`config.mk`:
```
export PLATFORM = sky130hd
export DESIGN_NAME = morra_param_fsmd
export DESIGN_NICKNAME = d
export VERILOG_FILES = /design/src/rtl/morra_param_fsmd.sv
export SDC_FILE = /design/constraint.sdc
export NUM_CORES = 1
export LEC_CHECK = 0
export CAP_MARGIN = 20
export CELL_PAD_IN_SITES_DETAIL_PLACEMENT = 1
export CELL_PAD_IN_SITES_GLOBAL_PLACEMENT = 2
export CORE_UTILIZATION = 29
export CTS_CLUSTER_SIZE = 40
export DETAILED_ROUTE_END_ITERATION = 7
export GPL_ROUTABILITY_DRIVEN = 0
export PLACE_DENSITY = 0.72
export SYNTH_ARGS = -nofsm -noshare
export SYNTH_HDL_FRONTEND = slang
export SYNTH_SLANG_ARGS = --single-unit
```
`constraint.sdc`:
```
create_clock -name clk -period 3.86 [get_ports clk]
set_input_delay 0.386 -clock clk [delete_from_list [all_inputs] [get_ports clk]]
set_output_delay 0.386 -clock clk [all_outputs]
set_load 0.05 [all_outputs]
```
`src/rtl/morra_param_fsmd.sv`:
```
// morra_param_fsmd: two-player rock/paper/scissors game controller with a
// configurable game length, winning lead and optional winner-cannot-repeat rule.
// All outputs are registered; inputs sampled on one edge appear after it.
module morra_param_fsmd #(
  parameter int MIN_ROUNDS = 4,
  parameter int MAX_ROUNDS = 19,
  parameter int LEAD       = 2,
  parameter int NO_REPEAT  = 1,
  parameter int CW         = $clog2(MAX_ROUNDS + 1)
) (
  input  logic          clk,
  input  logic          rst,
  input  logic [1:0]    P1,
  input  logic [1:0]    P2,
  input  logic          START,
  output logic [1:0]    ROUND,
  output logic [1:0]    GAME,
  output logic [CW-1:0] ROUND_CNT,
  output logic [CW-1:0] SCORE1,
  output logic [CW-1:0] SCORE2
);

  typedef enum logic {IDLE = 1'b0, PLAY = 1'b1} state_t;

  localparam logic [CW-1:0]        MIN_C  = CW'(MIN_ROUNDS);
  localparam logic signed [CW:0]   LEAD_S = (CW+1)'(LEAD);
  localparam logic [CW-1:0]        ONE_C  = CW'(1);

  state_t        state, nxt_state;
  logic [CW-1:0] limit;
  logic [1:0]    last_win;   // 01/10 = who won the previous valid round, 00 = none/tie
  logic [1:0]    last_move;  // move that winner won with

  logic          valid;
  logic [1:0]    res;
  logic [CW-1:0] cnt_upd, s1_upd, s2_upd;
  logic signed [CW:0] diff, mag;
  logic [1:0]    end_res;

  logic [1:0]    nxt_round, nxt_game, nxt_last_win, nxt_last_move;
  logic [CW-1:0] nxt_cnt, nxt_s1, nxt_s2, nxt_limit;

  // True when move a defeats move b (both non-zero and different)
  function automatic logic beats(input logic [1:0] a, input logic [1:0] b);
    return (a == 2'b01 && b == 2'b11) ||
           (a == 2'b10 && b == 2'b01) ||
           (a == 2'b11 && b == 2'b10);
  endfunction

  // Game length from the extra-round nibble, saturated at MAX_ROUNDS
  function automatic logic [CW-1:0] sat_limit(input logic [3:0] extra);
    int t;
    t = MIN_ROUNDS + int'(extra);
    if (t > MAX_ROUNDS) t = MAX_ROUNDS;
    return CW'(t);
  endfunction

  // Evaluate the current round as if it were valid, using post-update scores
  always_comb begin
    valid = (P1 != 2'b00) && (P2 != 2'b00);
    if (NO_REPEAT != 0) begin
      if ((last_win == 2'b01 && P1 == last_move) ||
          (last_win == 2'b10 && P2 == last_move))
        valid = 1'b0;
    end
    if (P1 == P2)          res = 2'b11;
    else if (beats(P1, P2)) res = 2'b01;
    else                   res = 2'b10;
    cnt_upd = ROUND_CNT + ONE_C;
    s1_upd  = SCORE1 + ((res == 2'b01) ? ONE_C : '0);
    s2_upd  = SCORE2 + ((res == 2'b10) ? ONE_C : '0);
    diff    = $signed({1'b0, s1_upd}) - $signed({1'b0, s2_upd});
    mag     = (diff < 0) ? -diff : diff;
    if (cnt_upd >= MIN_C && mag >= LEAD_S)
      end_res = (diff > 0) ? 2'b01 : 2'b10;
    else if (cnt_upd == limit)
      end_res = (diff > 0) ? 2'b01 : ((diff < 0) ? 2'b10 : 2'b11);
    else
      end_res = 2'b00;
  end

  // State register
  always_ff @(posedge clk) begin
    if (rst) state <= IDLE;
    else     state <= nxt_state;
  end

  // Next-state logic: START always (re)enters PLAY, a decided round returns to IDLE
  always_comb begin
    nxt_state = state;
    if (START)
      nxt_state = PLAY;
    else if (state == PLAY && valid && end_res != 2'b00)
      nxt_state = IDLE;
  end

  // Next values of outputs, counters and last-winner record
  always_comb begin
    nxt_round     = 2'b00;
    nxt_game      = 2'b00;
    nxt_cnt       = ROUND_CNT;
    nxt_s1        = SCORE1;
    nxt_s2        = SCORE2;
    nxt_limit     = limit;
    nxt_last_win  = last_win;
    nxt_last_move = last_move;
    if (START) begin
      nxt_limit     = sat_limit({P1, P2});
      nxt_cnt       = '0;
      nxt_s1        = '0;
      nxt_s2        = '0;
      nxt_last_win  = 2'b00;
      nxt_last_move = 2'b00;
    end else if (state == PLAY && valid) begin
      nxt_round     = res;
      nxt_game      = end_res;
      nxt_cnt       = cnt_upd;
      nxt_s1        = s1_upd;
      nxt_s2        = s2_upd;
      nxt_last_win  = (res == 2'b11) ? 2'b00 : res;
      nxt_last_move = (res == 2'b01) ? P1 : ((res == 2'b10) ? P2 : 2'b00);
    end
  end

  // Output and datapath registers
  always_ff @(posedge clk) begin
    if (rst) begin
      ROUND     <= 2'b00;
      GAME      <= 2'b00;
      ROUND_CNT <= '0;
      SCORE1    <= '0;
      SCORE2    <= '0;
      limit     <= MIN_C;
      last_win  <= 2'b00;
      last_move <= 2'b00;
    end else begin
      ROUND     <= nxt_round;
      GAME      <= nxt_game;
      ROUND_CNT <= nxt_cnt;
      SCORE1    <= nxt_s1;
      SCORE2    <= nxt_s2;
      limit     <= nxt_limit;
      last_win  <= nxt_last_win;
      last_move <= nxt_last_move;
    end
  end

endmodule

```
# After elaboration in Yosys (flattened, before gate mapping)
# Index checks and enable logic that the tools add are counted.
[op_classes]
n_addsub = 6
order_cmp = 5
eq_ne = 15
mux = 17
n_bitwise = 1
reduce_logical = 18
[ops]
columns = ["op", "count"]
rows = [
  ["$mux 2", 9],
  ["$eq 2x2->1 const B", 7],
  ["$add 5x1->5", 2],
  ["$logic_and 1x1->1", 9],
  ["$eq 2x1->1 const B", 4],
  ["$reduce_bool 2->1", 4],
  ["$eq 2x2->1", 3],
  ["$ge 6x3->1 const B", 1],
  ["$gt 6x1->1 const B", 1],
  ["$lt 6x1->1 const B", 1],
  ["$mux 1", 6],
  ["$mux 6", 1],
  ["$neg 6->6", 1],
  ["$sub 5x5->6", 1],
  ["$add 3x4->5 const A", 1],
  ["$add 5x1->5 const B", 1],
  ["$eq 5x5->1", 1],
  ["$ge 5x3->1 const B", 1],
  ["$gt 5x5->1 const B", 1],
  ["$mux 5", 1],
  ["$logic_or 1x1->1", 3],
  ["$reduce_or 3->1", 1],
  ["$reduce_or 2->1", 1],
  ["$not 1->1", 1],
]
[totals]
ff_bits = 29
in_bits = 7

# Depth between registers and ports, before layout
[depth]
word_depth = 19
mapped_depth = 16

# Worst setup path after synthesis
# No wires, ideal clock.
[synth_path]
path_type = "input to register"
startpoint = "in P2[1]"
endpoint = "reg state"
setup_ns = 0.060
arrival_ns = 3.890
t_required_ns = 3.800
slack_ns = -0.090
cell_stages = 14
path_cell_list = "clkbuf_1 mux2i_1 o21ai_0 nor2b_1 ha_1 ha_1 inv_1 fa_1 maj3_1 maj3_2 xnor2_1 or4b_1 a21oi_2 o41a_1"
[synth_between]
elab_chain_cells = 18
word_cells_on_any_way = 39
[synth_lines]
columns = ["element", "line_no", "rtl"]
rows = [
  ["start, declared", "14", "input logic [1:0] P2,"],
  ["$eq 2x2->1 or $eq 2x1->1 (tied branches)", "45, 46", ""],
  ["$logic_and 1x1->1, on equally long branches", "45, 46", ""],
  ["$logic_or 1x1->1", "45", "return (a == 2'b01 && b == 2'b11) ||"],
  ["$logic_or 1x1->1", "46", "(a == 2'b10 && b == 2'b01) ||"],
  ["$mux 2", "67", "else if (beats(P1, P2)) res = 2'b01;"],
  ["$mux 2 *", "66", "if (P1 == P2) res = 2'b11;"],
  ["$eq 2x1->1 *", "70", "s1_upd = SCORE1 + ((res == 2'b01) ? ONE_C : '0);"],
  ["$mux 1 *", "70", ""],
  ["(+1 left out)", "n/a", ""],
  ["net s1_upd[1]", "36", "logic [CW-1:0] cnt_upd, s1_upd, s2_upd;"],
  ["(+1 left out)", "n/a", ""],
  ["$neg 6->6 or $lt 6x1->1 (tied branches)", "73, 77", ""],
  ["$mux 6 or $mux 1 (tied branches)", "73, 77", ""],
  ["$ge 6x3->1 or $mux 2 (tied branches)", "74, 77", ""],
  ["$logic_and 1x1->1 or $mux 2 (tied branches)", "74, 76", ""],
  ["$mux 2 *", "74", "if (cnt_upd >= MIN_C && mag >= LEAD_S)"],
  ["$reduce_bool 2->1 *", "93", "else if (state == PLAY && valid && end_res != 2'b00)"],
  ["$logic_and 1x1->1 *", "93", ""],
  ["$reduce_bool 2->1 (no line) *", "n/a", ""],
  ["end signal, assigned", "85", "else state <= nxt_state;"],
  ["end, declared", "29", "state_t state, nxt_state;"],
]
# Mark *: on every way through the listed nets, which the timed path passes. The rest lies on a longest branch.
# A chain may end at the register's enable or synchronous reset.

# Worst setup path in the final report
[layout_path]
startpoint = "in P1[0]"
endpoint = "reg GAME[1]"
[layout_between]
elab_chain_cells = 15
word_cells_on_any_way = 37
[layout_lines]
columns = ["element", "line_no", "rtl"]
rows = [
  ["start, declared", "13", "input logic [1:0] P1,"],
  ["$eq 2x1->1 or $eq 2x2->1 (tied branches)", "45, 46", ""],
  ["$logic_and 1x1->1, on equally long branches", "45, 46", ""],
  ["$logic_or 1x1->1", "45", ""],
  ["$logic_or 1x1->1", "46", ""],
  ["$mux 2", "67", ""],
  ["$mux 2 *", "66", ""],
  ["$eq 2x1->1 *", "70", ""],
  ["$mux 1 *", "70", ""],
  ["$add 5x1->5 *", "70", ""],
  ["net s1_upd[1]", "36", ""],
  ["$sub 5x5->6 *", "72", "diff = $signed({1'b0, s1_upd}) - $signed({1'b0, s2_upd});"],
  ["$neg 6->6 or $lt 6x1->1 (tied branches)", "73", "mag = (diff < 0) ? -diff : diff;"],
  ["$mux 6", "73", ""],
  ["$ge 6x3->1", "74", ""],
  ["$logic_and 1x1->1", "74", ""],
  ["$mux 2 *", "74", ""],
  ["end signal, assigned", "138", "GAME <= nxt_game;"],
  ["end, declared", "17", "output logic [1:0] GAME,"],
]
# Marks and branches as above.

==> out/metrics.csv <==
stage,metric,value,unit
sta,fin_skew,0.00681,ns
yosys,synthTopCellsByArea,"dfxtp_1, ha_1, xnor2_1",
critical_path,critPathKind,in -> reg,
critical_path,worstReg2RegStart,SCORE1[0]$_SDFFE_PP0P_,
critical_path,critPathRequiredTime,4.02,ns
routing,wl,4830,um
global_route,grt_max_degree,29,
sta,finalHoldViolCount,0,
power,vdd_drop_max,0.000144,V
cells_and_area,instances_no_fill,362,
power,leakage,1.05,nW
die,coreArea,6390,sq um
yosys,synth-seq-cells,29,
yosys,yosysSeqAreaShare,0.302,
critical_path,crit_start,P1[0],
sta,slew_headroom,0.669,
clock_network,clk-insertion-delay-late,0.28,ns
job,cap_violations,0,
hold_path,hp-class,reg -> reg,
sta,tns,0,ns
die,die_w,83.5,um
cells_and_area,multi_input_area,1280,sq um
global_route,grt_pass1_wl,8360,um
clock_network,cts_buffers,5,
cells_and_area,fillers,768,
run_status,outcome,completed,
yosys,syn_nets,253,
sta,slew_violations,0,
sta,post-route-period-util,0.965,
power,power.density,300,nW/um^2
yosys,netlist.area_leader.share,0.302,
routing,drc,0,
critical_path,startpoint_type,primary input,
yosys,async_flop_share,0,
sta,worst_slew_pin_slew,0.491,ns
routing,wl_per_cell,13.3,um
critical_path,worstPathArrival,3.89,ns
routing,antenna_left,0,
die,die-area,6970,sq um
cells_and_area,layout_common_cells,"nor2_1, buf_4, dfxtp_1",
sta,min_period,3.72,ns
yosys,synth_edf_count,0,
die,start_util,0.301,
routing,firstDrtPassIters,3,
cells_and_area,layout-drive-gt1-share,0.204,
place,placedCellCount,353,
global_route,grtUsageTotal,0.149,
die,die_h,83.5,um
die,std_cell_rows,29,
routing,vias_per_cell,4.90,
sta,whs,0.486,ns
clock_network,cts_tree,done,
global_route,gr-total-overflow,0,
sta,setup_violations,0,
critical_path,cp_max_fo,4,
cells_and_area,n_antenna_cell,0,
global_route,grt_pass1_vias,1803,
routing,drt_iter0_markers,51,
critical_path,critPathCaptureType,flop,
global_route,grt_antenna_before_repair,0,
clock_network,htree_num_levels,2,
hold_path,hold_start,limit[3]$_SDFFE_PP0P_,
cells_and_area,layout.nets,307,
cells_and_area,syn2layout_area_growth,35.2,%
clock_network,cts.clk_slew.worst_paths,0.07,ns
clock_network,clock-sinks,29,
yosys,syn_area_per_cell,8.37,sq um
clock_network,clockBufferDepth,2,
sta,max_clock_freq,268,MHz
die,io-pin-count,26,
routing,vias,1775,
yosys,synth_ff_type,dfxtp_1,
yosys,postSynthCellCount,230,
yosys,ys_types,46,
place,dp_hpwl,3630,um
yosys,ys_warn_count,0,
cells_and_area,final-seq-area,581,sq um
clock_network,root_buffer,clkbuf_8,
yosys,yosysTopAreaCell,dfxtp_1,
yosys,syn-cell-area,1920,sq um
place,io_buffers,25,
where the power goes:
group	switching, mW	internal [mW]
registers	0.00582	0.306
logic	0.0941	0.0891
clock network	0.125	0.161
total	0.225	0.556
worst max-delay path, stage by stage:
cell	delay, ns
clkdlybuf4s15_2	0.21
inv_1	0.06
ha_1	0.22
mux2i_1	0.19
o21ai_2	0.11
nor2b_1	0.15
ha_2	0.18
ha_1	0.30
inv_2	0.06
fa_2	0.39
maj3_1	0.37
maj3_2	0.33
xnor2_2	0.16
or4b_1	0.52
a21oi_2	0.19
nor4b_2	0.07
cells in the mapped netlist, types with 2 or more instances:
master,instances
nand3_1,11
nor3_1,3
xor2_1,10
nor4_1,2
mux2i_1,7
o31a_1,2
or3_1,6
or2_2,2
a211oi_1,4
nor3b_1,3
dfxtp_1,29
a21oi_1,14
inv_1,15
xnor2_1,15
a21o_1,2
nor2b_1,2
nor2_1,33
o21ai_0,11
ha_1,15
o41ai_1,2
nand2_1,7
maj3_1,2
clkbuf_1,10
final cells by class:
| cell class | instances | area share |
|---|---|---|
| clock buffers | 7 | 0.0370 |
| well taps | 77 | 0.0370 |
| clock inverters | 1 | 0.00192 |
| multi-input cells | 176 | 0.492 |
| inverters | 15 | 0.0216 |
| repair buffers | 57 | 0.188 |
| flip-flops and latches | 29 | 0.223 |
registers in the layout (all words and copies together), names as in the netlist:
signal	cells
ROUND_CNT	5
SCORE1	5
SCORE2	5
limit	5
GAME	2
ROUND	2
last_move	2
last_win	2
state	1
metrics by stage:
step	worst slack, ns	cell area (sq um)	total power [mW]	utilization
after CTS	0.00212	2580	0.791	0.404
final	0.135	2600	0.781	0.407
after global placement	-0.607	2470	0.494	0.387
after detailed placement	-0.732	2470	0.497	0.387
after global routing	-0.00609	2600	0.830	0.407
after floorplan	0.0346	1930	0.430	-
worst paths after layout:
kind	cells past startpoint	end	slack (ns)
worst min register to register	2	limit[3]$_SDFFE_PP0P_	0.49
worst max-delay path	16	GAME[1]$_SDFF_PP0_	0.14
worst min-delay path	2	limit[3]$_SDFFE_PP0P_	0.49
worst max register to register	10	GAME[1]$_SDFF_PP0_	0.84
cells by family (layout without fill, tap and decap cells):
kind of cell | count (synthesis) | count (layout) | synth area share
buf+inv | 25 | 80 | 0.0488
flops | 29 | 29 | 0.302
fa+ha+maj | 19 | 19 | 0.124
simple gates | 76 | 76 | 0.197
mux | 7 | 7 | 0.0364
xor+xnor | 27 | 27 | 0.131
compound gates | 47 | 47 | 0.161
per-layer routing:
metal  part of all wire  track usage
met1               0.49        0.194
met2               0.48        0.246
met3              0.016       0.0326
met4              0.011       0.0462
met5                  0            0
repair_timing:
action / 4_1_cts / 5_1_grt
setup endpoints to repair: 3 / 3
pin swaps: 1 / 4
gates resized for setup: 10 / 7
hold buffers: 0 / 0
buffers inserted: 0 / 1
Note: power is estimated with default switching activity, not from simulation.
